--- src/rtl/lane_steer_filter.sv ---
`default_nettype none
// ============================================================================
// Module  : lane_steer_filter
// Brief   : Rescales/saturates CNN lane results, smooths them with a moving
//           average and classifies steering direction with hysteresis.
//           Optional stale-input watchdog: define LANE_STALE_WDT_EN.
// Revision: 1.0 - initial release
// ============================================================================
module lane_steer_filter #(
  parameter int RESULT_W     = 48,
  parameter int FRAC_SHIFT   = 16,
  parameter int OUT_W        = 16,
  parameter int AVG_LOG2     = 2,
  parameter int DEADBAND     = 64,
  parameter int HYST         = 16,
  parameter int STALE_CYCLES = 500000
) (
  input  logic                clk,
  input  logic                rst,
  input  logic                i_result_valid,
  input  logic [RESULT_W-1:0] i_result_data,
  input  logic                i_steer_ready,
  output logic                o_steer_valid,
  output logic [OUT_W-1:0]    o_steer_value,
  output logic [1:0]          o_steer_dir,
  output logic                o_window_full,
  output logic                o_sat_flag,
  output logic                o_overrun,
  output logic                o_busy
);

  localparam int c_win   = 2**AVG_LOG2;
  localparam int c_sum_w = OUT_W + AVG_LOG2;
  localparam logic [AVG_LOG2:0] c_cnt_full = (AVG_LOG2+1)'(c_win);
  localparam logic [1:0] c_dir_straight = 2'b00;
  localparam logic [1:0] c_dir_left     = 2'b01;
  localparam logic [1:0] c_dir_right    = 2'b10;
  localparam logic signed [RESULT_W-1:0] c_sat_max = {{(RESULT_W-OUT_W+1){1'b0}}, {(OUT_W-1){1'b1}}};
  localparam logic signed [RESULT_W-1:0] c_sat_min = {{(RESULT_W-OUT_W+1){1'b1}}, {(OUT_W-1){1'b0}}};
  localparam logic signed [OUT_W-1:0] c_enter_pos = OUT_W'(DEADBAND);
  localparam logic signed [OUT_W-1:0] c_enter_neg = OUT_W'(-DEADBAND);
  localparam logic signed [OUT_W-1:0] c_exit_pos  = OUT_W'(DEADBAND - HYST);
  localparam logic signed [OUT_W-1:0] c_exit_neg  = OUT_W'(HYST - DEADBAND);

  typedef enum logic [1:0] {S_IDLE, S_SCALE, S_ACCUM, S_DECIDE} state_t;
  state_t r_state, w_next;

  logic                       r_prev_valid;
  logic signed [RESULT_W-1:0] r_raw;
  logic signed [OUT_W-1:0]    r_s;
  logic signed [OUT_W-1:0]    r_win [c_win];
  logic signed [c_sum_w-1:0]  r_sum;
  logic [AVG_LOG2:0]          r_count;
  logic [AVG_LOG2-1:0]        r_wr_ptr;
  logic                       r_valid, r_sat, r_overrun;
  logic signed [OUT_W-1:0]    r_value;
  logic [1:0]                 r_dir;

  logic                       w_rise, w_busy, w_full, w_stale;
  logic signed [RESULT_W-1:0] w_shift;
  logic signed [OUT_W-1:0]    w_avg;
  logic [1:0]                 w_dir;

  assign w_rise  = i_result_valid & ~r_prev_valid;
  assign w_busy  = (r_state != S_IDLE);
  assign w_full  = (r_count == c_cnt_full);
  assign w_shift = r_raw >>> FRAC_SHIFT;
  // Pass the fresh sample through until the window has filled once.
  assign w_avg   = w_full ? OUT_W'(r_sum >>> AVG_LOG2) : r_s;

`ifdef LANE_STALE_WDT_EN
  localparam int c_wdt_w = $clog2(STALE_CYCLES + 1);
  logic [c_wdt_w-1:0] r_wdt;

  assign w_stale = (r_state == S_IDLE) && !w_rise && (r_wdt == c_wdt_w'(STALE_CYCLES - 1));

  always_ff @(posedge clk) begin
    if (rst || w_rise) begin
      r_wdt <= '0;
    end else if (r_state == S_IDLE) begin
      r_wdt <= w_stale ? '0 : r_wdt + c_wdt_w'(1);
    end
  end
`else
  logic w_unused_stale;
  assign w_unused_stale = (STALE_CYCLES == 0);
  assign w_stale        = 1'b0;
`endif

  always_ff @(posedge clk) begin
    if (rst) r_state <= S_IDLE;
    else     r_state <= w_next;
  end

  always_comb begin
    w_next = r_state;
    case (r_state)
      S_IDLE:   if (w_rise) w_next = S_SCALE;
      S_SCALE:  w_next = S_ACCUM;
      S_ACCUM:  w_next = S_DECIDE;
      S_DECIDE: w_next = S_IDLE;
      default:  w_next = S_IDLE;
    endcase
  end

  always_comb begin
    w_dir = r_dir;
    case (r_dir)
      c_dir_left: begin
        if (w_avg > c_enter_pos)     w_dir = c_dir_right;
        else if (w_avg > c_exit_neg) w_dir = c_dir_straight;
      end
      c_dir_right: begin
        if (w_avg < c_enter_neg)     w_dir = c_dir_left;
        else if (w_avg < c_exit_pos) w_dir = c_dir_straight;
      end
      default: begin
        if (w_avg < c_enter_neg)      w_dir = c_dir_left;
        else if (w_avg > c_enter_pos) w_dir = c_dir_right;
      end
    endcase
  end

  always_ff @(posedge clk) begin
    if (rst) begin
      r_prev_valid <= 1'b0;
      r_raw        <= '0;
      r_s          <= '0;
      r_sum        <= '0;
      r_count      <= '0;
      r_wr_ptr     <= '0;
      r_valid      <= 1'b0;
      r_sat        <= 1'b0;
      r_overrun    <= 1'b0;
      r_value      <= '0;
      r_dir        <= c_dir_straight;
      for (int i = 0; i < c_win; i++) r_win[i] <= '0;
    end else begin
      r_prev_valid <= i_result_valid;
      r_overrun    <= w_rise && w_busy;
      if (r_valid && i_steer_ready) r_valid <= 1'b0;
      case (r_state)
        S_IDLE: begin
          if (w_rise) begin
            r_raw <= i_result_data;
          end else if (w_stale) begin
            r_sum    <= '0;
            r_count  <= '0;
            r_wr_ptr <= '0;
            for (int i = 0; i < c_win; i++) r_win[i] <= '0;
            r_value  <= '0;
            r_dir    <= c_dir_straight;
            r_valid  <= 1'b1;
            if (r_valid && !i_steer_ready) r_overrun <= 1'b1;
          end
        end
        S_SCALE: begin
          if (w_shift > c_sat_max) begin
            r_s   <= c_sat_max[OUT_W-1:0];
            r_sat <= 1'b1;
          end else if (w_shift < c_sat_min) begin
            r_s   <= c_sat_min[OUT_W-1:0];
            r_sat <= 1'b1;
          end else begin
            r_s   <= w_shift[OUT_W-1:0];
          end
        end
        S_ACCUM: begin
          r_sum           <= r_sum + c_sum_w'(r_s) - c_sum_w'(r_win[r_wr_ptr]);
          r_win[r_wr_ptr] <= r_s;
          r_wr_ptr        <= r_wr_ptr + AVG_LOG2'(1);
          if (!w_full) r_count <= r_count + (AVG_LOG2+1)'(1);
        end
        S_DECIDE: begin
          // A same-cycle transfer frees the slot, so only an unaccepted output counts as lost.
          r_value <= w_avg;
          r_dir   <= w_dir;
          r_valid <= 1'b1;
          if (r_valid && !i_steer_ready) r_overrun <= 1'b1;
        end
        default: ;
      endcase
    end
  end

  assign o_steer_valid = r_valid;
  assign o_steer_value = r_value;
  assign o_steer_dir   = r_dir;
  assign o_window_full = w_full;
  assign o_sat_flag    = r_sat;
  assign o_overrun     = r_overrun;
  assign o_busy        = w_busy;

endmodule
`default_nettype wire

--- config.mk ---
export PLATFORM = sky130hd
export DESIGN_NAME = lane_steer_filter
export DESIGN_NICKNAME = d
export VERILOG_FILES = /design/src/rtl/lane_steer_filter.sv
export SDC_FILE = /design/constraint.sdc
export NUM_CORES = 1
export LEC_CHECK = 0
export ABC_CLOCK_PERIOD_IN_PS = 5800
export BUFFER_PORTS_ARGS = -buffer_cell sky130_fd_sc_hd__buf_2
export CORE_ASPECT_RATIO = 0.6
export CORE_UTILIZATION = 45
export DETAILED_ROUTE_END_ITERATION = 10
export HOLD_SLACK_MARGIN = 0.05
export PLACE_DENSITY = 0.66
export SLEW_MARGIN = 20
export SYNTH_ARGS = -nofsm -noshare
export SYNTH_HDL_FRONTEND = slang
export SYNTH_SLANG_ARGS = --single-unit
--- constraint.sdc ---
create_clock -name clk -period 5.8 [get_ports clk]
set_clock_uncertainty 0.05 [all_clocks]
set_input_delay 1.16 -clock clk [delete_from_list [all_inputs] [get_ports clk]]
set_output_delay 1.16 -clock clk [all_outputs]
set_load 0.05 [all_outputs]
==> summary.md <==
| Metric | Value |
|---|---|
| Inst Count DP | 1081 |
| RSZ-0062 raised after global routing | false |
| Layout overhead on the synthesized area | 13.4% |
| Top FF cell, synth | dfxtp_1 |
| Synth area leader | dfxtp_1 |
| Peak supply drop | about 0.00026 V |
| Clk buf depth | 2 |
| Period minus WS final | roughly 4.6 ns |
| Crit-path max FO | 7 |
| Port Buffers | 58 |
| Total power | 0.00527 W |
| Antenna diodes | 0 |
| Row cnt | 37 |
| Core area | 17300 µm² |
| Die area | 18500 µm² |
| Vias in the first global route | 5785 |
| Final hold violation count | 0 |
| CP Class | register to register |
| Final Max Slew Viols | 0 |
| Post-synth top area share | between 20% and 30% |
| DR vias/cell | between 5 and 6 |
| First DRT Iteration DRCs | between 500 and 600 |
| Synth top cells by count | nand2_1 (109), dfxtp_1 (97), nor2_1 (81) |
| NumNets Final | 962 |
| Hold Buf Count CTS | 0 |
| Post-synth net total | 923 |
| GP Congestion | 0.871 |
| Post-synth cell types | 57 |
| CP required | slightly above 6 ns |
| Number of detailed-route iterations in the first pass | 5 |
| Post-CTS Setup Bufs | 0 |
| Async SR Flop Fraction | 0% |
| Die width | 175 µm |
| Setup crit start kind | register |
| Pre-CTS setup slack | 1.28 ns |
| Worst skew pair latency | 0.43 ns |
| Clock slew seen by the registers of the worst setup and hold paths | 0.07 ns |
| WHS | 0.408 ns |
| Slew @ Worst Pin | 1.00 ns |
| Hold path depth | 2 |
| Num CTS Buffers | 17 |
| Initial antenna violation count | 0 |
| Setup crit end kind | register |
| PwrDens | 577 nW/µm² |
| Number of synthesized register bits | 161 |
| Number of synthesized flops with an enable pin | 64 |
| Vias | 6149 |
| Post-DRT Antenna Nets | 0 |
| Post-Syn Area per Cell | 9.74 µm² |
| Sequential share of the synthesized area | 48.0% |
| WL final | ~20000 µm |
| Initial Util | 46.5% |
| Global-route wire length before repair | 32500 µm |
| Hold Crit Class | register to register |
| Critical Path AT | approximately 5 ns |
| All-layer global routing usage | 23.3% |
| Final setup vio count | 0 |
| Outcome | completed |
| Area contributors post-synth | dfxtp_1 (24%), edfxtp_1 (24%), nand2_1 (5.1%) |
| Top-level port count | 75 |
| DRC | 0 |
| Syn Inst Count | 827 |
| Die Y | 106 µm |
| Pleak | ~3.6 nW |
| CTS tree | yes |
| Largest net degree at the start of global routing | 68 |
| Final global-route overflow total | 0 |
| Fmax | 217 MHz |
| H-tree levels | 4 |
| Ys Warns | 0 |
| Clock Sinks | 161 |
| Top-count cell post-synth | nand2_1 |
| Fin cells | around 1100 |
| WL/cell | 18.3 µm |
| Fill count | 1603 |
| Post-Route Setup TNS | 0 ns |
| R2R cell count | 11 |
| Post-route setup slack | 1.19 ns |
| Max Cap Viol | 0 |
| Share of cells above drive strength 1 | 15.1% |
| Final HPWL from detailed placement | 13800 µm |
| Post_cts resized | 0 |
| Crit share post-route | 79.4% |
| Root buf cell | clkbuf_16 |
| Max-slew headroom | a little under a third |
| Post-Syn Area | between 8000 and 9000 µm² |
final timing paths:
| kind | startpoint | to | slack, ns |
|---|---|---|---|
| worst max register to register | register | r_sum[14]$_SDFFE_PP0P_ | 1.19 |
| worst min-delay path | r_raw[27]$_SDFFE_PP0P_ | r_raw[27]$_SDFFE_PP0P_ | 0.41 |
| worst max-delay path | register | r_sum[14]$_SDFFE_PP0P_ | 1.19 |
| worst min register to register | r_raw[27]$_SDFFE_PP0P_ | r_raw[27]$_SDFFE_PP0P_ | 0.41 |
cells in the final DEF, fill, tap and decap left out, types with 8 or more instances in the layout:
cell,netlist,routed
nand2_1,109,108
a21oi_1,66,66
inv_1,72,72
fa_1,17,17
a311oi_1,16,16
nor2_1,81,81
nor3_1,26,26
buf_2,2,57
a211oi_1,11,11
mux4_2,16,16
xnor2_1,11,11
clkbuf_16,0,20
o21ai_0,14,14
and2_1,34,33
mux2i_1,12,12
nand4_1,10,10
buf_4,0,11
edfxtp_1,64,64
ha_1,27,27
nor4_1,20,20
a21o_1,8,8
dfxtp_1,97,97
routing by layer:
metal	global-route usage [%]	up-vias	wire length [µm]
li1	-	2970	-
met1	36.4	2953	10500
met2	31.2	212	8130
met3	6.17	14	1650
met4	5.53	0	133
met5	0	-	0
sequential cells by signal, summed over array words and instances, names as in the netlist, named ones only:
register,flops
r_win,64
r_raw,32
r_sum,18
o_steer_value,16
r_s,16
r_count,3
o_steer_dir,2
r_state,2
r_wr_ptr,2
o_overrun,1
o_sat_flag,1
o_steer_valid,1
r_prev_valid,1
power breakdown:
group          leakage, nW  total (W)  switching, W  internal, W
registers             1.45    0.00165      0.000268      0.00138
logic                 1.80    0.00246       0.00148     0.000976
clock network        0.302    0.00117      0.000481     0.000686
total                 3.55    0.00527       0.00223      0.00304
critical path, stage by stage (launching register included):
cell and delay (ns):
dfxtp_1 0.61, mux4_2 0.58, fa_1 0.50, inv_1 0.07, fa_1 0.47, a211o_1 0.35, a2111oi_0 0.87, o31ai_1 0.29
nor2_1 0.32, a21oi_1 0.14, xnor2_1 0.15, o21ai_0 0.08
layout make-up:
type | count | area, µm² | share of cell area (%)
sequential | 161 | 3860 | 42.3
multi-input combinational | 545 | 3730 | 40.8
clock buffer | 24 | 526 | 5.75
timing repair buffer | 68 | 368 | 4.03
tap | 234 | 293 | 3.21
inverter | 73 | 274 | 3.00
clock inverter | 8 | 83.8 | 0.918
stage by stage:
stage	utilization, %	cell area (µm²)
final	52.8	9130
after global routing	52.8	9130
after CTS	52.7	9120
after detailed placement	49.2	8510
after global placement	49.2	8510
after floorplan	-	8050
kinds of logic after synthesis:
logic type | after synthesis | share of synthesized area, %
flip-flops | 161 | 48.0
AND/OR/NAND/NOR | 314 | 18.3
AO/OA/AOI/OAI | 144 | 11.5
multiplexers | 28 | 5.97
buffers and inverters | 121 | 6.17
XOR/XNOR | 15 | 1.63
adder cells (fa/ha/maj) | 44 | 8.42
Power figures use the tool's default switching activity.
